===== config.mk =====
export PLATFORM = sky130hd
export DESIGN_NAME = pong_referee_flat
export DESIGN_NICKNAME = d
export VERILOG_FILES = /design/src/rtl/pong_if.sv /design/src/rtl/pong_referee.sv /design/src/flat_wrapper.sv
export SDC_FILE = /design/constraint.sdc
export NUM_CORES = 1
export LEC_CHECK = 0
export BUFFER_PORTS_ARGS = -buffer_cell sky130_fd_sc_hd__buf_2
export CORE_ASPECT_RATIO = 0.7
export CORE_MARGIN = 4
export CORE_UTILIZATION = 60
export DETAILED_ROUTE_END_ITERATION = 12
export PLACE_DENSITY_LB_ADDON = 0.25
export SLEW_MARGIN = 20
export SYNTH_ARGS = -nofsm -noshare
export SYNTH_HDL_FRONTEND = slang
export SYNTH_SLANG_ARGS = --single-unit

===== constraint.sdc =====
create_clock -name clock -period 3.3 [get_ports clock]
set_input_delay 0.165 -clock clock [delete_from_list [all_inputs] [get_ports clock]]
set_output_delay 0.165 -clock clock [all_outputs]
set_load 0.005 [all_outputs]

===== src/rtl/pong_if.sv =====
// Referee-facing bus: frame timing, match control, object geometry in; events and score state out.
// The game side drives it through master; the referee sits on slave.
interface pong_if #(
    parameter int POS_W   = 10,
    parameter int SIZE_W  = 8,
    parameter int SCORE_W = 4
);
    logic               frame_tick;
    logic               start;
    logic [POS_W-1:0]   ball_pos_x, ball_pos_y;
    logic [POS_W-1:0]   paddle_1_pos_x, paddle_1_pos_y;
    logic [POS_W-1:0]   paddle_2_pos_x, paddle_2_pos_y;
    logic [SIZE_W-1:0]  ball_size_x, ball_size_y;
    logic [SIZE_W-1:0]  paddle_1_size_x, paddle_1_size_y;
    logic [SIZE_W-1:0]  paddle_2_size_x, paddle_2_size_y;
    logic [1:0]         bounce;
    logic [SCORE_W-1:0] score_player_1, score_player_2;
    logic               serve_dir;
    logic               game_over;
    logic [1:0]         winner;

    modport master (
        output frame_tick, start,
        output ball_pos_x, ball_pos_y, paddle_1_pos_x, paddle_1_pos_y,
        output paddle_2_pos_x, paddle_2_pos_y,
        output ball_size_x, ball_size_y, paddle_1_size_x, paddle_1_size_y,
        output paddle_2_size_x, paddle_2_size_y,
        input  bounce, score_player_1, score_player_2, serve_dir, game_over, winner
    );

    modport slave (
        input  frame_tick, start,
        input  ball_pos_x, ball_pos_y, paddle_1_pos_x, paddle_1_pos_y,
        input  paddle_2_pos_x, paddle_2_pos_y,
        input  ball_size_x, ball_size_y, paddle_1_size_x, paddle_1_size_y,
        input  paddle_2_size_x, paddle_2_size_y,
        output bounce, score_player_1, score_player_2, serve_dir, game_over, winner
    );
endinterface


===== src/rtl/pong_referee.sv =====
// Pong match referee: serve timing, goal/wall/paddle detection, scoring and win detection.
// Everything advances only on frame_tick; outputs are all registered.
module pong_referee #(
    parameter int SCREEN_X     = 640,
    parameter int SCREEN_Y     = 480,
    parameter int MARGIN       = 5,
    parameter int POS_W        = 10,
    parameter int SIZE_W       = 8,
    parameter int SCORE_W      = 4,
    parameter int WIN_SCORE    = 9,
    parameter int SERVE_FRAMES = 60
) (
    input logic  clock,
    input logic  reset_n,
    pong_if.slave bus
);
    // One extra bit so position+size never wraps.
    localparam int W     = POS_W + 1;
    localparam int CNT_W = $clog2(SERVE_FRAMES + 1);

    localparam logic [W-1:0]       RGOAL = W'(SCREEN_X - MARGIN);
    localparam logic [W-1:0]       BWALL = W'(SCREEN_Y - MARGIN);
    localparam logic [W-1:0]       MARG  = W'(MARGIN);
    localparam logic [SCORE_W-1:0] WIN   = SCORE_W'(WIN_SCORE);
    localparam logic [CNT_W-1:0]   SLAST = CNT_W'(SERVE_FRAMES - 1);

    typedef enum logic [1:0] {IDLE, SERVE, PLAY, GAMEOVER} state_t;

    state_t           state;
    logic [CNT_W-1:0] serve_cnt;
    logic             wall_lat, p1_lat, p2_lat;

    logic [W-1:0] ball_r, ball_b, ball_cy, p1_r, p1_b, p2_b;
    logic         goal_r, goal_l, wall, hit_p1, hit_p2;
    logic [SCORE_W-1:0] s1_nxt, s2_nxt;

    always_comb begin
        ball_r  = W'(bus.ball_pos_x) + W'(bus.ball_size_x);
        ball_b  = W'(bus.ball_pos_y) + W'(bus.ball_size_y);
        ball_cy = W'(bus.ball_pos_y) + W'(bus.ball_size_y >> 1);
        p1_r    = W'(bus.paddle_1_pos_x) + W'(bus.paddle_1_size_x);
        p1_b    = W'(bus.paddle_1_pos_y) + W'(bus.paddle_1_size_y);
        p2_b    = W'(bus.paddle_2_pos_y) + W'(bus.paddle_2_size_y);
        goal_r  = ball_r >= RGOAL;
        goal_l  = W'(bus.ball_pos_x) <= MARG;
        wall    = (ball_b >= BWALL) || (W'(bus.ball_pos_y) <= MARG);
        hit_p1  = (W'(bus.ball_pos_x) <= p1_r) &&
                  (ball_cy >= W'(bus.paddle_1_pos_y)) && (ball_cy <= p1_b);
        hit_p2  = (ball_r >= W'(bus.paddle_2_pos_x)) &&
                  (ball_cy >= W'(bus.paddle_2_pos_y)) && (ball_cy <= p2_b);
        s1_nxt  = bus.score_player_1 + SCORE_W'(1);
        s2_nxt  = bus.score_player_2 + SCORE_W'(1);
    end

    always_ff @(posedge clock or negedge reset_n) begin
        if (!reset_n) begin
            state              <= IDLE;
            serve_cnt          <= '0;
            wall_lat           <= 1'b0;
            p1_lat             <= 1'b0;
            p2_lat             <= 1'b0;
            bus.bounce         <= 2'd0;
            bus.score_player_1 <= '0;
            bus.score_player_2 <= '0;
            bus.serve_dir      <= 1'b1;
            bus.game_over      <= 1'b0;
            bus.winner         <= 2'd0;
        end else begin
            bus.bounce <= 2'd0;
            if (bus.frame_tick) begin
                case (state)
                    IDLE, GAMEOVER: if (bus.start) begin
                        state              <= SERVE;
                        serve_cnt          <= '0;
                        wall_lat           <= 1'b0;
                        p1_lat             <= 1'b0;
                        p2_lat             <= 1'b0;
                        bus.score_player_1 <= '0;
                        bus.score_player_2 <= '0;
                        bus.serve_dir      <= 1'b1;
                        bus.game_over      <= 1'b0;
                        bus.winner         <= 2'd0;
                    end
                    SERVE: begin
                        if (serve_cnt == SLAST) begin
                            serve_cnt  <= '0;
                            bus.bounce <= 2'd3;
                            state      <= PLAY;
                        end else begin
                            serve_cnt <= serve_cnt + CNT_W'(1);
                        end
                    end
                    PLAY: begin
                        // Latches track this tick's contact so only the leading tick emits.
                        wall_lat <= wall;
                        p1_lat   <= hit_p1;
                        p2_lat   <= hit_p2;
                        if (goal_r) begin
                            bus.score_player_1 <= s1_nxt;
                            bus.serve_dir      <= 1'b1;
                            wall_lat <= 1'b0; p1_lat <= 1'b0; p2_lat <= 1'b0;
                            if (s1_nxt == WIN) begin
                                state         <= GAMEOVER;
                                bus.game_over <= 1'b1;
                                bus.winner    <= 2'd1;
                            end else begin
                                state <= SERVE;
                            end
                        end else if (goal_l) begin
                            bus.score_player_2 <= s2_nxt;
                            bus.serve_dir      <= 1'b0;
                            wall_lat <= 1'b0; p1_lat <= 1'b0; p2_lat <= 1'b0;
                            if (s2_nxt == WIN) begin
                                state         <= GAMEOVER;
                                bus.game_over <= 1'b1;
                                bus.winner    <= 2'd2;
                            end else begin
                                state <= SERVE;
                            end
                        end else if (wall && !wall_lat) begin
                            bus.bounce <= 2'd2;
                        end else if ((hit_p1 && !p1_lat) || (hit_p2 && !p2_lat)) begin
                            bus.bounce <= 2'd1;
                        end
                    end
                    default: state <= IDLE;
                endcase
            end
        end
    end
endmodule


===== src/flat_wrapper.sv =====
// flat-port wrapper written by rule: the top's interface ports become plain ports
module pong_referee_flat 
#(
    parameter int SCREEN_X     = 640,
    parameter int SCREEN_Y     = 480,
    parameter int MARGIN       = 5,
    parameter int POS_W        = 10,
    parameter int SIZE_W       = 8,
    parameter int SCORE_W      = 4,
    parameter int WIN_SCORE    = 9,
    parameter int SERVE_FRAMES = 60
)
  (clock, reset_n, bus_frame_tick, bus_start, bus_ball_pos_x, bus_ball_pos_y, bus_paddle_1_pos_x, bus_paddle_1_pos_y, bus_paddle_2_pos_x, bus_paddle_2_pos_y, bus_ball_size_x, bus_ball_size_y, bus_paddle_1_size_x, bus_paddle_1_size_y, bus_paddle_2_size_x, bus_paddle_2_size_y, bus_bounce, bus_score_player_1, bus_score_player_2, bus_serve_dir, bus_game_over, bus_winner);
  pong_if #(.POS_W(POS_W), .SIZE_W(SIZE_W), .SCORE_W(SCORE_W)) bus_i ();
  input logic clock;
  input logic reset_n;
  input wire logic [$bits(bus_i.frame_tick)-1:0] bus_frame_tick;
  input wire logic [$bits(bus_i.start)-1:0] bus_start;
  input wire logic [$bits(bus_i.ball_pos_x)-1:0] bus_ball_pos_x;
  input wire logic [$bits(bus_i.ball_pos_y)-1:0] bus_ball_pos_y;
  input wire logic [$bits(bus_i.paddle_1_pos_x)-1:0] bus_paddle_1_pos_x;
  input wire logic [$bits(bus_i.paddle_1_pos_y)-1:0] bus_paddle_1_pos_y;
  input wire logic [$bits(bus_i.paddle_2_pos_x)-1:0] bus_paddle_2_pos_x;
  input wire logic [$bits(bus_i.paddle_2_pos_y)-1:0] bus_paddle_2_pos_y;
  input wire logic [$bits(bus_i.ball_size_x)-1:0] bus_ball_size_x;
  input wire logic [$bits(bus_i.ball_size_y)-1:0] bus_ball_size_y;
  input wire logic [$bits(bus_i.paddle_1_size_x)-1:0] bus_paddle_1_size_x;
  input wire logic [$bits(bus_i.paddle_1_size_y)-1:0] bus_paddle_1_size_y;
  input wire logic [$bits(bus_i.paddle_2_size_x)-1:0] bus_paddle_2_size_x;
  input wire logic [$bits(bus_i.paddle_2_size_y)-1:0] bus_paddle_2_size_y;
  output wire logic [$bits(bus_i.bounce)-1:0] bus_bounce;
  output wire logic [$bits(bus_i.score_player_1)-1:0] bus_score_player_1;
  output wire logic [$bits(bus_i.score_player_2)-1:0] bus_score_player_2;
  output wire logic [$bits(bus_i.serve_dir)-1:0] bus_serve_dir;
  output wire logic [$bits(bus_i.game_over)-1:0] bus_game_over;
  output wire logic [$bits(bus_i.winner)-1:0] bus_winner;
  assign bus_i.frame_tick = bus_frame_tick;
  assign bus_i.start = bus_start;
  assign bus_i.ball_pos_x = bus_ball_pos_x;
  assign bus_i.ball_pos_y = bus_ball_pos_y;
  assign bus_i.paddle_1_pos_x = bus_paddle_1_pos_x;
  assign bus_i.paddle_1_pos_y = bus_paddle_1_pos_y;
  assign bus_i.paddle_2_pos_x = bus_paddle_2_pos_x;
  assign bus_i.paddle_2_pos_y = bus_paddle_2_pos_y;
  assign bus_i.ball_size_x = bus_ball_size_x;
  assign bus_i.ball_size_y = bus_ball_size_y;
  assign bus_i.paddle_1_size_x = bus_paddle_1_size_x;
  assign bus_i.paddle_1_size_y = bus_paddle_1_size_y;
  assign bus_i.paddle_2_size_x = bus_paddle_2_size_x;
  assign bus_i.paddle_2_size_y = bus_paddle_2_size_y;
  assign bus_bounce = bus_i.bounce;
  assign bus_score_player_1 = bus_i.score_player_1;
  assign bus_score_player_2 = bus_i.score_player_2;
  assign bus_serve_dir = bus_i.serve_dir;
  assign bus_game_over = bus_i.game_over;
  assign bus_winner = bus_i.winner;
  pong_referee #(.SCREEN_X(SCREEN_X), .SCREEN_Y(SCREEN_Y), .MARGIN(MARGIN), .POS_W(POS_W), .SIZE_W(SIZE_W), .SCORE_W(SCORE_W), .WIN_SCORE(WIN_SCORE), .SERVE_FRAMES(SERVE_FRAMES)) u_core (.clock(clock), .reset_n(reset_n), .bus(bus_i));
endmodule

==> results of run 1 <==
logic make-up (layout without fill, tap and decap cells):
family / count (synthesis) / count (layout)
compound gates: 218 / 218
mux: 5 / 5
flops: 25 / 25
buf+inv: 74 / 216
xor+xnor: 38 / 38
fa+ha+maj: 121 / 121
simple gates: 178 / 178
synth_stat cells, drive strengths merged, types with 5 or more instances:
library cell and number:
ha 111, nand4 8, nor2b 9, a31oi 7
fa 6, xnor2 23, mux2i 5, o21bai 9
a21o 20, and3 7, xor2 15, o21ai 64
inv 70, nand2 46, nand2b 9, a21oi 43
nand3 24, o211ai 5, a211oi 12, dfrtp 24
o21a 11, nor3 13, nor2 39
worst register-to-register path, stage by stage (launching register included):
cell      delay (ns)
dfrtp_1         0.40
inv_1           0.09
ha_1            0.35
clkinv_1        0.41
a31oi_1         0.39
a21oi_1         0.10
o21ai_1         0.14
o21ai_0         0.12
a22o_1          0.25
worst min path at each step:
stage                              start                            to  slack (ns)  cells past startpoint
final                     bus_frame_tick               u_core.state[1]        0.22                      3
after global routing      bus_frame_tick               u_core.state[1]        0.25                      3
after CTS                 bus_frame_tick               u_core.state[1]        0.22                      3
after detailed placement         reset_n  u_core.bus.score_player_2[3]        0.19                      1
after global placement           reset_n  u_core.bus.score_player_2[3]        0.18                      1
after floorplan                  reset_n          u_core.bus.bounce[0]       -0.13                      0
metal layers:
metal,vias up,track usage
met3,31,0.0402
met5,-,0
met2,261,0.467
met1,2575,0.378
met4,0,0.0561
li1,2732,-
layout make-up:
cell class | count | area, um^2
multi-input combinational | 560 | 4380
fill | 647 | 2200
timing repair buffer | 141 | 768
sequential | 25 | 627
inverter | 71 | 267
tap | 120 | 150
clock buffer | 3 | 75.1
clock inverter | 1 | 5.00
metrics by stage:
stage               instance area (um^2)  setup TNS (ns)  setup WS (ns)
finish                              6270               0          0.177
global route                        6270         -0.0846        -0.0640
CTS                                 6190               0         0.0889
detailed placement                  6100          -0.376         -0.173
global placement                    6100         -0.0243        -0.0243
floorplan                           5220               0          0.268
where the power goes:
| part | internal, uW | total (uW) | switching [uW] | leakage, uW |
|---|---|---|---|---|
| sequential | 390 | 470 | 80.3 | 0.000334 |
| combinational | 660 | 1540 | 884 | 0.00283 |
| clock | 163 | 272 | 108 | 0.0000409 |
flip-flops by register name (all words and copies together) (netlist names):
signal and cells:
u_core.bus.bounce 2, u_core.bus.game_over 1, u_core.bus.score_player_1 4, u_core.bus.score_player_2 4, u_core.bus.serve_dir 1, u_core.bus.winner 2, u_core.p1_lat 1, u_core.p2_lat 1
u_core.serve_cnt 6, u_core.state 2, u_core.wall_lat 1
what timing repair did:
action	4_1_cts	5_1_grt
buffers inserted	0	1
endpoints found under the setup margin	0	3
hold buffers	1	0
hold endpoints to repair	24	0
resized for setup	0	22
==> reports/metrics.csv, run 1 <==
stage,metric,value,unit
synth,synth_mux_area_frac,0.00959,
global_routing,grt_pass1_wl,24.2,mm
sta,worst_slew_pin_slew,0.677,ns
sta,slew_headroom,0.544,
detailed_routing,via_count,5599,
synth,syn_inst,659,
sta,finalSetupViolCount,0,
synth,yosysSeqAreaShare,0.120,
cts,path_clk_slew,0.07,ns
synth,syn-cell-area,0.00522,mm^2
setup_path,critPathLaunchType,input port,
finish,final_util,0.740,
setup_path,timing.rr.end,u_core.bus.winner[1],
detailed_routing,routedWlPerCell,15.9,um
synth,async_reset_ff_frac,1.00,
placement,numPortBuffers,117,
finish,syn2layout_area_growth,20.2,%
setup_path,path_cells,"buf_2, ha_1, inv_1, fa_1, nor2b_1, o31a_1, o311a_1, o21ai_1, nand2b_1, xnor2_2, ha_1, a21o_1, maj3_1, a21oi_1, nor2_1, o41ai_2",
synth,avgSynthCellArea,7.92,um^2
sta,finClkSkew,0.00447,ns
setup_path,cp_common_cell,ha_1,
synth,synth_xor_xnor_area_share,0.0652,
synth,yosysTopAreaCellShare,0.266,
setup_path,path_class,input port to register,
hold_path,hp-class,input port to register,
setup_path,crit_path_top_delay_cell,maj3_1,
placement,dpl.hpwl,12.1,mm
setup_path,crit_cells,16,
cts,clk_path_buf_depth,2,
cts,root_buffer,clkbuf_16,
setup_path,crit_buf_inv,2,
cts,cts_buffers,3,
setup_path,critPathCapture,u_core.p2_lat,
power,p_leak,0.00320,uW
synth,synth_cell_types,74,
synth,synthAdderAreaFrac,0.297,
detailed_routing,drt_iter0_drc,347,
finish,final_cell_mix,"117 x buf_2, 111 x ha_1, 70 x inv_1, 46 x nand2_1, 46 x o21ai_0",
global_routing,first_global_vias,5382,
global_routing,antenna_found_initial,0,
flow_run,maxCapViolations,0,
global_routing,grt_max_degree,26,
setup_path,critical-path-max-stage-delay,0.35,ns
synth,synth_fp_nets,888,
setup_path,critPathRequiredTime,3.46,ns
sta,finalCritPeriodShare,0.946,
detailed_routing,met2_length,6.71,mm
detailed_routing,ant_nets,0,
synth,synth_top_area_cell,ha_1,
synth,synth_flop_cell,dfrtp_1,
synth,synth_compound_area_frac,0.284,
detailed_routing,drt-total-wl,14.6,mm
setup_path,critPathMaxFanout,2,
synth,synthTopCellsByArea,"ha_1 27%, dfrtp_1 12%, inv_1 5.0%",
detailed_routing,first_pass_iters,5,
synth,synth_top_family_by_area,adder cells,
detailed_routing,drc_errors,0,
placement,dp_cells,915,
finish,drive_gt1_frac,0.218,
floorplanning,start_util,0.616,
power,ir_drop,0.340,mV
synth,synth_edf_count,0,
finish,layout_commonest_cell,buf_2,
synth,yosys.area_share.simple,0.169,
cts,cts_tree,done,
cts,clock_latency,0.26,ns
sta,whs,0.223,ns
floorplanning,die_y,86.0,um
synth,yosysWarningCount,0,
detailed_routing,drt-vias-per-instance,6.08,
placement,gp_congestion,0.900,
setup_path,cp.arrival,3.28,ns
detailed_routing,wl_met1,6.68,mm
floorplanning,die_w,119,um
status,outcome,finished clean,
floorplanning,ios,126,
detailed_routing,dr.max_layer_used,met4,
cts,cts.sinks,25,
synth,synth-seq-cells,25,
finish,n_antenna_cell,0,
setup_path,reg2reg_slack,0.96,ns
cts,htree_num_levels,1,
setup_path,crit_start,bus_paddle_2_size_y[0],
setup_path,end_kind,register,
sta,hold_viol,0,
floorplanning,core.rowCount,28,
floorplanning,core_area,0.00848,mm^2
global_routing,grt.overflow.total,0,
sta,fmax,320,MHz
setup_path,cp_top_family,compound AO/OA/AOI/OAI gates,
setup_path,reg2reg_depth,8,
global_routing,grt_usage,0.276,
detailed_routing,met3WireLength,1.03,mm
finish,fin_cells,921,
setup_path,rr_startpoint,u_core.state[0],
floorplanning,die_area,0.0103,mm^2
sta,maxSlewViolCount,0,
power,power.density,364,mW/mm^2
sta,finalCriticalPeriod,3.12,ns
finish,fin_nets,1031,
power,power.total,2290,uW
Note: power is estimated with default switching activity, not from simulation.
==> inputs of run 2 (changes only) <==
--- a/config.mk
+++ b/config.mk
@@ -6,11 +6,14 @@
 export NUM_CORES = 1
 export LEC_CHECK = 0
 export BUFFER_PORTS_ARGS = -buffer_cell sky130_fd_sc_hd__buf_2
+export CAP_MARGIN = 10
+export CELL_PAD_IN_SITES_DETAIL_PLACEMENT = 1
+export CELL_PAD_IN_SITES_GLOBAL_PLACEMENT = 1
 export CORE_ASPECT_RATIO = 0.7
 export CORE_MARGIN = 4
-export CORE_UTILIZATION = 60
+export CORE_UTILIZATION = 44
 export DETAILED_ROUTE_END_ITERATION = 12
-export PLACE_DENSITY_LB_ADDON = 0.25
+export PLACE_DENSITY_LB_ADDON = 0.1
 export SLEW_MARGIN = 20
 export SYNTH_ARGS = -nofsm -noshare
 export SYNTH_HDL_FRONTEND = slang
==> run 2 against run 1 <==
Register-to-register slack lost 0.02 ns. Clock power grew 2%. Routed wire length grew 13%. Critical path depth grew 2. Combinational power grew 3%. Clock skew is essentially flat. Final cell count grew 4.1%. Cell area grew 1.3%. Highest routed layer unchanged. Sequential share of layout area shrank 0.13 points. Power grew 2.3%.
==> reports/metrics.csv, run 2 (synthesized netlist as in run 1, its figures left out) <==
stage,metric,value,unit
sta,maxSlewViolCount,0,
setup_path,critPathRequiredTime,3.49,ns
setup_path,crit_path_top_delay_cell,maj3_1,
detailed_routing,first_pass_iters,4,
cts,root_buffer,clkbuf_16,
finish,fin_cells,959,
setup_path,cp.arrival,3.39,ns
power,ir_drop,0.423,mV
placement,gp_congestion,0.908,
placement,dp_cells,953,
detailed_routing,via_count,5507,
detailed_routing,drt-total-wl,16.5,mm
global_routing,grt_max_degree,26,
finish,final_cell_mix,"117 x buf_2, 110 x ha_1, 69 x inv_1, 49 x o21ai_0, 46 x nand2_1",
setup_path,path_cells,"buf_2, ha_1, inv_1, fa_1, nor2b_1, o21a_1, o21ai_0, a21oi_2, o21ai_0, nand2b_1, xnor2_1, ha_1, a21o_1, maj3_1, a21oi_1, a31oi_1, o32ai_2, o2bb2ai_1",
setup_path,crit_buf_inv,2,
floorplanning,core_area,0.0113,mm^2
setup_path,cp_top_family,compound AO/OA/AOI/OAI gates,
power,p_leak,0.00322,uW
placement,dp_slack,-0.199,ns
setup_path,critical-path-max-stage-delay,0.36,ns
placement,numPortBuffers,117,
finish,drive_gt1_frac,0.227,
cts,cts_buffers,3,
floorplanning,die_y,99.1,um
cts,htree_num_levels,1,
setup_path,path_class,input port to register,
global_routing,first_global_vias,5871,
status,outcome,finished clean,
finish,layout_commonest_cell,buf_2,
finish,final_util,0.563,
power,power.density,368,mW/mm^2
global_routing,grt.overflow.total,0,
sta,finalCriticalPeriod,3.19,ns
floorplanning,ios,126,
sta,hold_viol,0,
sta,finClkSkew,0.00443,ns
sta,slew_headroom,0.568,
cts,path_clk_slew,0.07,ns
flow_run,maxCapViolations,0,
global_routing,grt_usage,0.233,
floorplanning,start_util,0.462,
sta,finalSetupViolCount,0,
finish,largest_reg_flops,6,
setup_path,critPathMaxFanout,2,
finish,design_area,0.00636,mm^2
sta,worst_slew_pin_slew,0.642,ns
cts,clock_latency,0.26,ns
floorplanning,die_area,0.0137,mm^2
detailed_routing,drt-vias-per-instance,5.74,
sta,finalCritPeriodShare,0.967,
sta,rsz0062_at_grt,no,
finish,syn2layout_area_growth,21.8,%
finish,top_register,u_core.serve_cnt,
setup_path,critPathLaunchType,input port,
floorplanning,die_w,138,um
finish,reg_top3,"u_core.serve_cnt: 6 flops, u_core.bus.score_player_1: 4 flops, u_core.bus.score_player_2: 4 flops",
cts,clk_path_buf_depth,2,
finish,nFillCells,1463,
placement,place_area,0.00618,mm^2
floorplanning,core.rowCount,32,
global_routing,antenna_found_initial,0,
global_routing,grt_pass1_wl,27.4,mm
sta,setup_ws,0.108,ns
sta,fmax,313,MHz
detailed_routing,routedWlPerCell,17.2,um
detailed_routing,ant_nets,0,
setup_path,end_kind,register,
hold_path,hp-class,input port to register,
detailed_routing,drc_errors,0,
cts,cts.sinks,25,
finish,n_antenna_cell,0,
detailed_routing,drt_iter0_drc,197,
cts,cts_tree,done,
finish,fin_nets,1036,
placement,dpl.hpwl,14.4,mm
[run 2: cell count changes in the layout (fill, tap and decap cells not counted), moves of 2 or more]
cell / delta
buf_4: +5
o21ai_0: +3
o21ai_1: -3
a21oi_1: -2
a21oi_2: +2
[run 2: report_power, final]
group	total, uW	leakage [uW]	internal, uW	switching (uW)
clock	278	0.0000409	164	114
sequential	475	0.000334	390	85.0
combinational	1580	0.00284	672	913
[run 2: layout make-up]
| cell class | instances | area (um^2) | area share |
|---|---|---|---|
| flip-flops and latches | 25 | 627 | 0.0986 |
| inverters | 71 | 267 | 0.0419 |
| clock inverters | 1 | 5.00 | 0.000787 |
| multi-input cells | 560 | 4390 | 0.690 |
| repair buffers | 146 | 806 | 0.127 |
| well taps | 153 | 191 | 0.0301 |
| clock buffers | 3 | 75.1 | 0.0118 |
[run 2: worst reg2reg max path: cells and delay by family, from the launching register on]
kind	cells	cell delay, ns
AND/OR/NAND/NOR	3	0.93
flip-flops	1	0.37
AO/OA/AOI/OAI	3	0.45
adder cells (fa/ha/maj)	1	0.32
buffers and inverters	2	0.20
[run 2: metrics by stage]
stage,TNS [ns],hold WS [ns],power (uW)
final,0,0.223,2340
after global routing,0,0.217,2580
after CTS,0,0.220,2300
after detailed placement,-0.449,0.203,2010
after global placement,-0.0794,0.191,1900
after floorplan,0,-0.131,1500
[run 2: worst paths after layout]
check	slack, ns	to	startpoint	cells past startpoint
max in group asynchronous	2.47	u_core.bus.winner[0]	reset_n	2
min	0.22	u_core.state[1]	bus_frame_tick	3
max	0.11	u_core.bus.bounce[0]	bus_paddle_1_pos_y[0]	18
max reg2reg	0.94	u_core.bus.score_player_2[3]	u_core.state[0]	9
min in group asynchronous	0.43	u_core.bus.score_player_2[1]	reset_n	2
min reg2reg	0.46	u_core.bus.serve_dir	u_core.bus.serve_dir	2
[run 2: metal layers]
metal / up-vias / global-route usage / share of wire
met3: 10 / 0.0279 / 0.039
met5: - / 0 / 0
met1: 2652 / 0.319 / 0.49
met2: 111 / 0.411 / 0.46
met4: 0 / 0.0197 / 0.0064
li1: 2734 / - / -
[run 2: timing repair]
item,CTS,global route
setup buffers,0,1
setup endpoints to repair,0,3
resized for setup,0,23
hold buffers,1,0
hold endpoints to repair,24,0
==> inputs of run 3 (changes only) <==
--- a/config.mk
+++ b/config.mk
@@ -5,14 +5,16 @@
 export SDC_FILE = /design/constraint.sdc
 export NUM_CORES = 1
 export LEC_CHECK = 0
+export ABC_AREA = 1
 export BUFFER_PORTS_ARGS = -buffer_cell sky130_fd_sc_hd__buf_2
 export CAP_MARGIN = 10
 export CELL_PAD_IN_SITES_DETAIL_PLACEMENT = 1
 export CELL_PAD_IN_SITES_GLOBAL_PLACEMENT = 1
 export CORE_ASPECT_RATIO = 0.7
 export CORE_MARGIN = 4
-export CORE_UTILIZATION = 44
+export CORE_UTILIZATION = 42
 export DETAILED_ROUTE_END_ITERATION = 12
+export GPL_TIMING_DRIVEN = 0
 export PLACE_DENSITY_LB_ADDON = 0.1
 export SLEW_MARGIN = 20
 export SYNTH_ARGS = -nofsm -noshare
==> run 3 against run 2 <==
Critical endpoint unchanged. First-iteration DRC count down 22%. Fmax up 8.7%. Final cell count up 12%.
==> reports/metrics.csv, run 3 <==
stage,metric,value,unit
power,power.density,352,mW/mm^2
sta,finalSetupViolCount,0,
setup_path,reg2reg_depth,9,
finish,layout_commonest_cell,nand2_1,
cts,cts.sinks,25,
sta,finalCritPeriodShare,0.890,
placement,gp_congestion,0.870,
sta,rsz0062_at_grt,no,
setup_path,path_cells,"buf_2, ha_1, inv_1, fa_1, xnor2_1, ha_1, a21oi_1, o21ai_0, and2_1, nor2_1, o21ai_0, nand2_1, nand2_1, nand2_1, nand2_1, nand2_1, inv_1, nand3_1, nand2_1, nand2_1, a21oi_1",
synth,syn_inst,796,
finish,design_area,0.00614,mm^2
sta,finalCriticalPeriod,2.94,ns
setup_path,critPathMaxFanout,4,
hold_path,hp-start,bus_frame_tick,
power,ir_drop,0.286,mV
global_routing,busiest_layer,met2,
floorplanning,die_area,0.0144,mm^2
placement,place_area,0.00604,mm^2
setup_path,timing.rr.end,u_core.serve_cnt[4],
synth,avgSynthCellArea,6.61,um^2
synth,synthTopCellsByArea,"ha_1 26%, nand2_1 14%, dfrtp_1 11%",
finish,fin_nets,1147,
floorplanning,start_util,0.439,
setup_path,critical-path-max-stage-delay,0.52,ns
synth,synth_flop_cell,dfrtp_1,
synth,async_reset_ff_frac,1.00,
cts,root_buffer,clkbuf_16,
synth,syn-cell-area,0.00526,mm^2
global_routing,first_global_vias,5680,
detailed_routing,drt_iter0_drc,154,
floorplanning,ios,126,
cts,clk_path_buf_depth,2,
finish,largest_reg_flops,6,
finish,syn2layout_area_growth,16.6,%
placement,numPortBuffers,116,
detailed_routing,first_pass_iters,4,
synth,synth_fp_nets,1025,
setup_path,cp_top_family,adder cells,
sta,worst_slew_pin_slew,0.623,ns
cts,path_clk_slew,0.07,ns
setup_path,critPathLaunchType,input port,
cts,htree_num_levels,1,
finish,fin_cells,1074,
cts,cts_buffers,3,
detailed_routing,drt-vias-per-instance,5.17,
setup_path,cp.arrival,3.09,ns
flow_run,maxCapViolations,0,
synth,yosysTopAreaCellShare,0.264,
floorplanning,core_area,0.0120,mm^2
setup_path,rr_startpoint,u_core.state[0],
global_routing,global_route.usage.met1,0.300,
global_routing,grt_pass1_wl,25.5,mm
setup_path,crit_path_top_delay_cell,xnor2_1,
finish,final_util,0.513,
setup_path,crit_buf_inv,3,
status,outcome,finished clean,
global_routing,grt_use_met2,0.364,
setup_path,cp_common_cell,nand2_1,
hold_path,hp-class,input port to register,
hold_path,min_to,u_core.bus.bounce[1],
global_routing,grt_max_degree,26,
synth,yosysSeqAreaShare,0.119,
global_routing,grt_util_met3,0.0179,
detailed_routing,ant_nets,0,
finish,reg_top3,"u_core.serve_cnt: 6 flops, u_core.bus.score_player_1: 4 flops, u_core.bus.score_player_2: 4 flops",
synth,yosysMostFrequentCell,nand2_1,
finish,final_cell_mix,"201 x nand2_1, 128 x inv_1, 116 x buf_2, 111 x ha_1, 61 x a21oi_1",
setup_path,path_class,input port to register,
setup_path,end_kind,register,
synth,yosysWarningCount,0,
cts,cts_tree,done,
floorplanning,die_w,142,um
sta,fmax,341,MHz
sta,slew_headroom,0.582,
finish,top_register,u_core.serve_cnt,
sta,maxSlewViolCount,0,
floorplanning,core.rowCount,33,
power,power.total,2160,uW
setup_path,reg2reg_slack,1.04,ns
detailed_routing,via_count,5549,
finish,n_antenna_cell,0,
synth,ys_top_cells_by_count,"201 x nand2_1, 128 x inv_1, 111 x ha_1, 61 x a21oi_1, 51 x nor2_1",
sta,finClkSkew,0.00502,ns
power,p_leak,0.00355,uW
synth,synth_edf_count,0,
global_routing,grt.overflow.total,0,
detailed_routing,drt-total-wl,15.4,mm
floorplanning,die_y,102,um
synth,synth-seq-cells,25,
hold_path,hold_depth,3,
detailed_routing,drc_errors,0,
sta,hold_viol,0,
global_routing,grt_usage,0.210,
finish,drive_gt1_frac,0.158,
setup_path,critPathRequiredTime,3.45,ns
placement,dpl.hpwl,13.9,mm
synth,synth_top_area_cell,ha_1,
placement,dp_cells,1069,
global_routing,antenna_found_initial,0,
detailed_routing,routedWlPerCell,14.4,um
synth,synth_cell_types,37,
cts,clock_latency,0.26,ns
==> run 3: timing repair <==
action / in CTS / in global routing
buffers inserted: 0 / 0
hold buffers: 1 / 0
resized for setup: 0 / 1
setup endpoints to repair: 0 / 2
hold endpoints to repair: 24 / 0
==> run 3: routing by layer <==
| layer | vias to the layer above | share of wire |
|---|---|---|
| met5 | - | 0 |
| met4 | 0 | 0.0030 |
| met3 | 4 | 0.037 |
| met2 | 105 | 0.45 |
| met1 | 2570 | 0.51 |
| li1 | 2870 | - |
==> run 3: how the worst max path moves through the flow <==
stage,startpoint,to,cells after the start
2_1_floorplan,bus_ball_size_y[1],u_core.bus.bounce[0],25
3_3_place_gp,bus_ball_size_y[1],u_core.bus.bounce[0],26
3_5_place_dp,bus_ball_size_y[1],u_core.bus.bounce[0],26
4_1_cts,bus_ball_size_y[1],u_core.bus.bounce[0],26
5_1_grt,bus_ball_size_y[1],u_core.bus.bounce[0],26
6_report,bus_ball_size_y[1],u_core.bus.bounce[0],21
==> run 3: cell type report <==
type | instances | area, um^2
Fill cell | 1677 | 5840
Multi-Input combinational cell | 639 | 4140
Sequential cell | 25 | 627
Timing Repair Buffer | 117 | 591
Inverter | 130 | 488
Tap cell | 157 | 196
Clock buffer | 3 | 75.1
Buffer | 2 | 15.0
Clock inverter | 1 | 5.00
==> run 3: worst min-delay path, delay by kind of cell <==
family | cells | cell delay (ns)
and+or+nand+nor | 1 | 0.10
AOI/OAI and AO/OA | 1 | 0.05
buffers and inverters | 1 | 0.12
==> run 3: cell families (layout without fill, tap and decap cells) <==
family,after synthesis,after routing,synth area share
and+or+nand+nor,354,354,0.291
buffers and inverters,132,253,0.0956
AOI/OAI and AO/OA,123,123,0.133
adders and majority gates,117,117,0.287
xor gates and xnor gates,45,45,0.0749
DFF,25,25,0.119
==> run 3: power breakdown <==
group | internal, uW | switching [uW]
sequential | 379 | 55.8
clock | 163 | 111
combinational | 551 | 899
total | 1090 | 1070
==> run 3: per-stage QoR <==
step	hold WS, ns	setup WS, ns	setup TNS [ns]
3_3_place_gp	0.186	0.0440	0
6_report	0.203	0.364	0
5_1_grt	0.213	0.0325	0
4_1_cts	0.209	0.193	0
3_5_place_dp	0.195	-0.0820	-0.0820
2_1_floorplan	-0.131	0.636	0
